$ cat src/rtl/muldiv_pkg.sv
// rtl/muldiv_pkg.sv - shared types and constants for the multiply/divide unit
//
// Purpose: op encodings, FSM state encoding, iteration count and small op
// decode helpers used by muldiv_unit.
// Ports: none (package).
package muldiv_pkg;

  typedef enum logic [1:0] {
    OP_MULT  = 2'b00,
    OP_MULTU = 2'b01,
    OP_DIV   = 2'b10,
    OP_DIVU  = 2'b11
  } op_e;

  typedef enum logic [1:0] {
    IDLE = 2'b00,
    CALC = 2'b01,
    FIX  = 2'b10
  } state_e;

  localparam int ITERATIONS = 32;
  localparam int CNT_W      = $clog2(ITERATIONS);

  // Bit 0 of the encoding clear means a signed op (MULT, DIV).
  function automatic logic is_signed_op(input op_e op);
    return ~op[0];
  endfunction

  // Bit 1 of the encoding set means a divide (DIV, DIVU).
  function automatic logic is_div_op(input op_e op);
    return op[1];
  endfunction

endpackage

$ cat src/rtl/muldiv_addsub.sv
// rtl/muldiv_addsub.sv - shared add/subtract used by multiply and divide iterations
//
// Purpose: one W-bit adder that either adds or subtracts (two's complement).
// Ports:
//   i_a      W  first operand
//   i_b      W  second operand
//   i_sub    1  1: o_result = i_a - i_b, 0: o_result = i_a + i_b
//   o_result W  sum/difference, modulo 2^W
module muldiv_addsub #(
  parameter int W = 33
) (
  input  logic [W-1:0] i_a,
  input  logic [W-1:0] i_b,
  input  logic         i_sub,
  output logic [W-1:0] o_result
);

  logic [W-1:0] w_b_inv;

  // Subtract as a + ~b + 1 so a single carry chain serves both modes.
  assign w_b_inv  = i_b ^ {W{i_sub}};
  assign o_result = i_a + w_b_inv + W'(i_sub);

endmodule

$ cat src/rtl/muldiv_unit.sv
// rtl/muldiv_unit.sv - multi-cycle MULT/MULTU/DIV/DIVU unit with HI/LO registers
//
// Purpose: iterative shift-add multiply and restoring divide, one bit per
// cycle, results committed to HI/LO. Also services MTHI/MTLO writes in IDLE.
// Ports:
//   clk      1      clock, rising edge
//   rst      1      asynchronous active-high reset
//   start    1      launch operation (sampled only in IDLE)
//   op       2      00 MULT, 01 MULTU, 10 DIV, 11 DIVU
//   inputA   WIDTH  multiplicand / dividend
//   inputB   WIDTH  multiplier / divisor
//   hiWrite  1      MTHI: HI <= wrData (IDLE only)
//   loWrite  1      MTLO: LO <= wrData (IDLE only)
//   wrData   WIDTH  data for hiWrite/loWrite
//   busy     1      operation in progress
//   done     1      one-cycle pulse, HI/LO hold the new result
//   hi, lo   WIDTH  HI/LO registers
module muldiv_unit
  import muldiv_pkg::*;
#(
  parameter int WIDTH = 32
) (
  input  logic             clk,
  input  logic             rst,
  input  logic             start,
  input  logic [1:0]       op,
  input  logic [WIDTH-1:0] inputA,
  input  logic [WIDTH-1:0] inputB,
  input  logic             hiWrite,
  input  logic             loWrite,
  input  logic [WIDTH-1:0] wrData,
  output logic             busy,
  output logic             done,
  output logic [WIDTH-1:0] hi,
  output logic [WIDTH-1:0] lo
);

  state_e             r_state;
  state_e             w_state_next;
  logic [CNT_W-1:0]   r_count;
  op_e                r_op;
  // Multiply: full product. Divide: [2W-1:W] remainder, [W-1:0] dividend
  // bits shifting out on the left while quotient bits shift in on the right.
  logic [2*WIDTH-1:0] r_acc;
  logic [WIDTH-1:0]   r_opb;
  logic               r_neg_main;
  logic               r_neg_rem;
  logic               r_done;
  logic [WIDTH-1:0]   r_hi;
  logic [WIDTH-1:0]   r_lo;

  op_e                w_op_in;
  logic               w_neg_a;
  logic               w_neg_b;
  logic [WIDTH-1:0]   w_mag_a;
  logic [WIDTH-1:0]   w_mag_b;
  logic               w_b_zero;
  logic               w_is_div;
  logic [WIDTH:0]     w_as_a;
  logic [WIDTH:0]     w_as_b;
  logic [WIDTH:0]     w_as_res;
  logic               w_borrow;
  logic [2*WIDTH-1:0] w_acc_next;
  logic [2*WIDTH-1:0] w_prod_fixed;
  logic [WIDTH-1:0]   w_quo_fixed;
  logic [WIDTH-1:0]   w_rem_fixed;

  // ---------------- operand capture ----------------
  assign w_op_in  = op_e'(op);
  assign w_neg_a  = is_signed_op(w_op_in) & inputA[WIDTH-1];
  assign w_neg_b  = is_signed_op(w_op_in) & inputB[WIDTH-1];
  assign w_mag_a  = w_neg_a ? (~inputA + 1'b1) : inputA;
  assign w_mag_b  = w_neg_b ? (~inputB + 1'b1) : inputB;
  assign w_b_zero = (inputB == '0);

  // ---------------- shared iteration adder ----------------
  assign w_is_div = is_div_op(r_op);
  // Divide trial: {remainder, next dividend bit} - divisor.
  // Multiply: upper product half + multiplicand.
  assign w_as_a   = w_is_div ? r_acc[2*WIDTH-1:WIDTH-1] : {1'b0, r_acc[2*WIDTH-1:WIDTH]};
  assign w_as_b   = {1'b0, r_opb};

  muldiv_addsub #(
    .W (WIDTH + 1)
  ) u_addsub (
    .i_a      (w_as_a),
    .i_b      (w_as_b),
    .i_sub    (w_is_div),
    .o_result (w_as_res)
  );

  // The trial value is always below twice the divisor, so the top bit of the
  // difference is set exactly when the subtraction went negative.
  assign w_borrow = w_as_res[WIDTH];

  always_comb begin
    w_acc_next = r_acc;
    if (w_is_div) begin
      w_acc_next = {(w_borrow ? r_acc[2*WIDTH-2:WIDTH-1] : w_as_res[WIDTH-1:0]),
                    r_acc[WIDTH-2:0], ~w_borrow};
    end else if (r_acc[0]) begin
      w_acc_next = {w_as_res, r_acc[WIDTH-1:1]};
    end else begin
      w_acc_next = {1'b0, r_acc[2*WIDTH-1:1]};
    end
  end

  // ---------------- sign correction ----------------
  assign w_prod_fixed = r_neg_main ? (~r_acc + 1'b1) : r_acc;
  assign w_quo_fixed  = r_neg_main ? (~r_acc[WIDTH-1:0] + 1'b1) : r_acc[WIDTH-1:0];
  assign w_rem_fixed  = r_neg_rem ? (~r_acc[2*WIDTH-1:WIDTH] + 1'b1) : r_acc[2*WIDTH-1:WIDTH];

  // ---------------- FSM ----------------
  always_ff @(posedge clk or posedge rst) begin
    if (rst) begin
      r_state <= IDLE;
    end else begin
      r_state <= w_state_next;
    end
  end

  always_comb begin
    w_state_next = r_state;
    busy         = 1'b0;
    case (r_state)
      IDLE: begin
        if (start) w_state_next = CALC;
      end
      CALC: begin
        busy = 1'b1;
        if (r_count == CNT_W'(ITERATIONS - 1)) w_state_next = FIX;
      end
      FIX: begin
        busy         = 1'b1;
        w_state_next = IDLE;
      end
      default: w_state_next = IDLE;
    endcase
  end

  // ---------------- datapath ----------------
  always_ff @(posedge clk or posedge rst) begin
    if (rst) begin
      r_count    <= '0;
      r_op       <= OP_MULT;
      r_acc      <= '0;
      r_opb      <= '0;
      r_neg_main <= 1'b0;
      r_neg_rem  <= 1'b0;
      r_done     <= 1'b0;
      r_hi       <= '0;
      r_lo       <= '0;
    end else begin
      r_done <= 1'b0;
      case (r_state)
        IDLE: begin
          if (hiWrite) r_hi <= wrData;
          if (loWrite) r_lo <= wrData;
          if (start) begin
            r_op      <= w_op_in;
            r_acc     <= {{WIDTH{1'b0}}, w_mag_a};
            r_opb     <= w_mag_b;
            r_count   <= '0;
            // A zero divisor leaves quotient all-ones and remainder |A|;
            // skipping only the quotient fix makes HI come back as inputA.
            r_neg_main <= (w_neg_a ^ w_neg_b) & ~(is_div_op(w_op_in) & w_b_zero);
            r_neg_rem  <= w_neg_a;
          end
        end
        CALC: begin
          r_acc   <= w_acc_next;
          r_count <= r_count + CNT_W'(1);
        end
        FIX: begin
          if (w_is_div) begin
            r_hi <= w_rem_fixed;
            r_lo <= w_quo_fixed;
          end else begin
            r_hi <= w_prod_fixed[2*WIDTH-1:WIDTH];
            r_lo <= w_prod_fixed[WIDTH-1:0];
          end
          r_done <= 1'b1;
        end
        default: ;
      endcase
    end
  end

  assign done = r_done;
  assign hi   = r_hi;
  assign lo   = r_lo;

endmodule
$ cat config.mk
export PLATFORM = sky130hd
export DESIGN_NAME = muldiv_unit
export DESIGN_NICKNAME = d
export VERILOG_FILES = /design/src/rtl/muldiv_pkg.sv /design/src/rtl/muldiv_addsub.sv /design/src/rtl/muldiv_unit.sv
export SDC_FILE = /design/constraint.sdc
export NUM_CORES = 1
export LEC_CHECK = 0
export ABC_AREA = 1
export CORE_UTILIZATION = 40
export CTS_CLUSTER_SIZE = 12
export DETAILED_ROUTE_END_ITERATION = 16
export GPL_ROUTABILITY_DRIVEN = 0
export SKIP_CTS_REPAIR_TIMING = 1
export SKIP_LAST_GASP = 1
export SYNTH_ARGS = -nofsm -noshare
export SYNTH_HDL_FRONTEND = slang
export SYNTH_SLANG_ARGS = --single-unit
$ cat constraint.sdc
create_clock -name clk -period 5.7 [get_ports clk]
set_input_delay 1.425 -clock clk [delete_from_list [all_inputs] [get_ports clk]]
set_output_delay 1.425 -clock clk [all_outputs]
set_load 0.03 [all_outputs]
; Word-level counts from Yosys, hierarchy flattened
; Cells that the tools add are included.
[classes]
bitwise = 14
n_eq_ne = 7
n_addsub = 8
n_reduce_logical = 10
n_mux = 24
[ops]
columns = operator, count
row1 = 2-to-1 mux 32 bit, 9
row2 = 2-to-1 mux 64 bit, 4
row3 = adder 32 x 1 -> 32 bit (second input constant), 4
row4 = inverter 32 bit, 4
row5 = case mux 32 bit (2 select lines), 2
row6 = case mux 64 bit (2 select lines), 1
row7 = adder 64 x 1 -> 64 bit (second input constant), 1
row8 = inverter 64 bit, 1
row9 = adder 33 x 1 -> 33 bit, 1
row10 = adder 33 bit, 1
row11 = 2-to-1 mux 33 bit, 1
row12 = bitwise XOR 32 x 33 -> 33 bit, 1
row13 = zero test 32 bit, 1
row14 = case mux 5 bit (2 select lines), 1
row15 = AND reduction 2 bit, 5
row16 = != test 2 bit (second input constant), 4
row17 = adder 5 x 1 -> 5 bit (second input constant), 1
row18 = == test 5 bit (second input constant), 1
row19 = 2-to-1 mux 5 bit, 1
row20 = bitwise AND 1 bit, 4
row21 = 2-to-1 mux 2 bit, 2
row22 = case mux 2 bit (2 select lines), 1
row23 = nonzero test 2 bit, 2
row24 = inverter 1 bit, 3
row25 = 6 further kinds, 7
[totals]
input_bits = 103
reg_bits = 172
out_inout_bits = 66

; Longest topological paths before layout
[depth]
word_depth = 6
depth_mapped = 24
mapped_depth_nobuf = 21

; Hierarchy
; From an unflattened synthesis, not the netlist that was laid out.
[unflattened]
cells_unflattened = 2580
hier_area_um2 = 15721.3
[modules_own_cells]
columns = mod, n_inst, cells_each, area_each_um2, seq_area_each_um2
row1 = muldiv_unit, 1, 2079, 13078.8, 4279.1
row2 = muldiv_addsub, 1, 501, 2642.5, 0.0

; Worst setup path before layout
; OpenSTA, ideal clock, no wires.
[synth_timing]
path_type = flip-flop to flip-flop
start = reg r_op[1]
end = reg r_acc[42]
required_time_ps = 5583
slack_ps = 2583
t_arrival_ps = 3000
period_less_slack_ps = 3117
path_stages_with_launch = 22
cell_sequence = dfrtp_1 > buf_4 > inv_2 > buf_2 > buf_2 > buf_1 > buf_2 > a21oi_1 > ha_1 > a21oi_1 > o21ai_0 > a21oi_1 > nand2_2 > nand2_4 > nand2_4 > nand2_4 > nand3_4 > inv_4 > buf_6 > o21ai_2 > nand2_1 > nand2_1
[synth_via]
elab_chain_cells = 6
word_cells_on_any_way = 8
cone_classes = 2 x add/sub / 5 x mux / 1 x bitwise
[synth_rtl]
columns = element, line_no
row1 = "start, declared", muldiv_unit.sv:41  ; op_e r_op;
row2 = "start signal, assigned", muldiv_unit.sv:160  ; r_op <= w_op_in;
row3 = 2-to-1 mux 33 bit / bitwise XOR 32 x 33 -> 33 bit (equally long branches), "muldiv_unit.sv:80, muldiv_addsub.sv:21"
row4 = adder 33 bit, muldiv_addsub.sv:22  ; assign o_result = i_a + w_b_inv + W'(i_sub);
row5 = adder 33 x 1 -> 33 bit, muldiv_addsub.sv:22
row6 = 2-to-1 mux 64 bit / 2-to-1 mux 32 bit (equally long branches), "muldiv_unit.sv:101, muldiv_unit.sv:99"
row7 = 2-to-1 mux 64 bit *, muldiv_unit.sv:98  ; if (w_is_div) begin
row8 = case mux 64 bit (2 select lines) *, muldiv_unit.sv:155  ; case (r_state)
row9 = "end signal, assigned", muldiv_unit.sv:161  ; r_acc <= {{WIDTH{1'b0}}, w_mag_a};
row10 = "end signal, assigned", muldiv_unit.sv:171  ; r_acc <= w_acc_next;
row11 = "end, declared", muldiv_unit.sv:44  ; logic [2*WIDTH-1:0] r_acc;
; Mark *: on every way between the ends. The rest lies on a longest branch, timed or not.
; A chain may end at the register's enable or synchronous reset.

; Worst setup path after layout
[layout_timing]
start = reg r_op[1]
end = reg r_acc[59]
; Same word-level chain as after synthesis.

==> out/results.ini <==
[job]
cap_violations = 0

[sta]
fraction_of_the_cycle_the_final_worst_path_needs_pct = 67.67
setup_violations = 0
slew_violations = 0
max_clock_freq_ghz = 0.2592
relSlewSlack_pct = 25.82
post-route-worst-setup-slack_ps = 1843
setup_tns_ps = 0
grt_setup_unrepaired = no
tightest_slew_ps = 1109
timing.final.crit_period_ps = 3857
timing_hold_violations_final = 0
fin_skew_ps = 15.06

[global_routing]
grt_first_pass_wirelength_mm = 92.25
grt_pass1_vias = 16400
globalRouteTotalUtil_pct = 29.14
globalRouteOverflowTotal = 0
grt_antenna_before_repair = 1
grt_max_degree = 94

[synthesis]
fraction_of_synthesized_area_in_multiplexers_pct = 0
synth.most_common_cell = nand2_1
synth.largest_area_cell = dfrtp_1
synthesis.area_per_instance_um2 = 6.138
synthesis.instances = 2579
number_of_warnings_issued_by_yosys = 0
synth_area_um2 = 15830
synth_cell_type_count = 51
synthesis.nets = 2723
synth_top_cells_by_area = dfrtp_1 (27%), nand2_1 (16%), a21oi_1 (9.0%)
synth_top_area_share_pct = 27.03
post_synth_and_or_nand_nor_area_fraction_pct = 37.35
synth.yosys.seq_area_share_pct = 27.03
netlist_top_cells_count = nand2_1 (676), nor2_1 (342), a21oi_1 (284)
synth_async_sr_flop_share_pct = 100.0
synth-xor-area-share_pct = 4.537
dominantRegCellSynth = dfrtp_1
ys_seq_elements = 171
synth_adder_area_share_pct = 3.288
synth_compound_area_share_pct = 18.77
synth_top_family_by_area = simple AND/OR/NAND/NOR gates
synth_enable_flop_cells = 0

[routing]
post_drt_wl_per_cell_um = 18.47
viasPerCell = 5.538
detail_route.first_pass.iterations = 5
detailroute.via_count = 17720
remaining_drc_errors = 0
detailedRoute.firstIterationViolations = 1617
antenna_violating_nets_post_route = 0
wl_mm = 59.08

[power_and_ir_drop]
peakVddDrop_v = 0.0003243
cellLeakagePower_nw = 8.370
power_per_cell_area_nw_per_um2 = 753.5

[floorplanning]
core_um2 = 38830
io-pin-count = 169
fp.dieW_um = 200.9
die_h_um = 200.9
initial_core_util_pct = 40.77
die_area_um2 = 40370
core.rowCount = 72

[final_layout]
num-fill-cells = 4057
drive_above_1_share_pct = 5.522
post_layout_nonfiller_instances = 3199
final_design_area_no_fill_um2 = 18450
area_growth_pct = 16.57
finalNetCount = 2811

[setup_path]
worstPathBufferInverterCount = 3
worstPathMaxFanout = 35
worstSetupStartpointType = flip-flop
crit_chain = inv_2 > buf_4 > nor2_1 > a21oi_1 > ha_1 > nand2_2 > inv_2 > nand2_1 > nand2_1 > nand2_1 > nand3_2 > a21oi_4 > nand3_1 > nand2_4 > nand3_1 > o21ai_1 > nand2_1 > nand2_1
crit_path_start = r_op[1]
endpoint_arrival_time_on_the_critical_path_ps = 4260
setup.reg_to_reg.worst_slack_ps = 1840
critical-path-max-stage-delay_ps = 480
crit_slowest_cell = dfrtp_4
rr_worst_depth = 18
worstSetupPathType = reg2reg
rr_endpoint = r_acc[59]
r2r-start = r_op[1]
crit_path_frequent_cell = nand2_1
cp_top_family = simple AND/OR/NAND/NOR gates
worstPathRequired_ps = 6100
critPathCaptureType = flip-flop

[cts]
clk_tree_root_cell = clkbuf_16
cts_tree = done
numClockSinks = 171
clkTransAtPathRegs_ps = 70
clock_network_latency_to_the_later_pin_of_the_worst_skew_pair_ps = 470
cts_bufs_inserted = 17
cts_htree_levels = 4
clock_path_buffers = 2

[min_path]
hold_path_class = reg2reg
hold_depth = 2
min_from = lo[1]
min_delay_worst_endpoint = lo[1]

[placement]
dp.cells = 3166
dpl_cell_area_um2 = 17820
hpwlAfterDp_mm = 45.70
dp_slack_ps = 1853
buffer_ports.inserted = 168

[run_status]
status = completed

[cells by family (layout without fill, tap and decap cells)]
logic type	Yosys count	after routing
buffers and inverters	360	461
XOR/XNOR	82	82
AO/OA/AOI/OAI	549	549
other	0	1
adder cells (fa/ha/maj)	41	41
flip-flops	171	171
AND/OR/NAND/NOR	1376	1376
[cells in the final DEF (no fill, tap or decap), drive strengths merged, types with 4 or more instances in the layout]
cell,Yosys,final
nand2,690,690
clkinvlp,0,4
or2,8,8
a31oi,35,35
xnor2,7,7
clkbuf,72,18
a21oi,285,285
o21ai,195,195
buf,47,20
dfrtp,171,171
xor2,75,75
clkdlybuf4s50,0,168
clkinv,4,9
o21bai,4,4
nor2,362,362
ha,40,40
o211ai,8,8
nand3b,12,12
nand3,235,235
inv,237,239
a21o,5,5
a22oi,7,7
nand4,25,25
nor3,39,39
[worst max path at each step]
stage / depth (start not counted) / endpoint / slack (ps)
CTS: 19 / r_acc[59] / 1910
detailed placement: 7 / hi[2] / 1850
global placement: 7 / hi[3] / 1890
finish: 18 / r_acc[59] / 1840
floorplan: 1 / done / 2090
global route: 19 / r_acc[63] / 1560
[through the flow]
step	hold WS (ps)	utilization (%)	total power, mW
after floorplan	467.8	-	9.596
after global placement	472.9	45.90	12.30
after detailed placement	475.4	45.90	12.45
after CTS	493.2	47.52	13.76
after global routing	526.0	47.52	15.16
final	504.9	47.53	13.90
[per-layer routing]
layer	share of wire, %	vias up	global-route usage, %
met5	0	-	0
met4	4.2	0	13.11
met3	7.5	104	5.016
met2	45	743	46.47
met1	43	8227	38.50
li1	-	8642	-
[worst register-to-register path: stages (launching register included)]
cell and delay, ps:
dfrtp_4 480, inv_2 470, buf_4 470, nor2_1 120
a21oi_1 300, ha_1 370, nand2_2 140, inv_2 30
nand2_1 60, nand2_1 60, nand2_1 80, nand3_2 100
a21oi_4 210, nand3_1 150, nand2_4 340, nand3_1 170
o21ai_1 140, nand2_1 70, nand2_1 60
[state kept, by name (all words and copies together) (netlist names)]
name / cells
r_acc: 64
hi: 32
lo: 32
r_opb: 32
r_count: 5
r_state: 2
done: 1
r_neg_main: 1
r_neg_rem: 1
r_op: 1
[report_power, final]
group	internal, mW	leakage, nW	switching (mW)
logic	3.24	6.05	6.88
registers	1.79	2.02	0.714
clock network	0.711	0.298	0.564
[final cells by class]
class / instances / area (um2) / share of cell area, %
diodes: 1 / 2.502 / 0.01356
clock buffers: 18 / 439.2 / 2.380
inverters: 241 / 913.4 / 4.950
clock inverters: 14 / 188.9 / 1.024
flip-flops and latches: 171 / 4283 / 23.21
repair buffers: 188 / 1844 / 9.994
well taps: 518 / 648.1 / 3.512
multi-input cells: 2048 / 10130 / 54.92
Note: power is estimated with default switching activity, not from simulation.
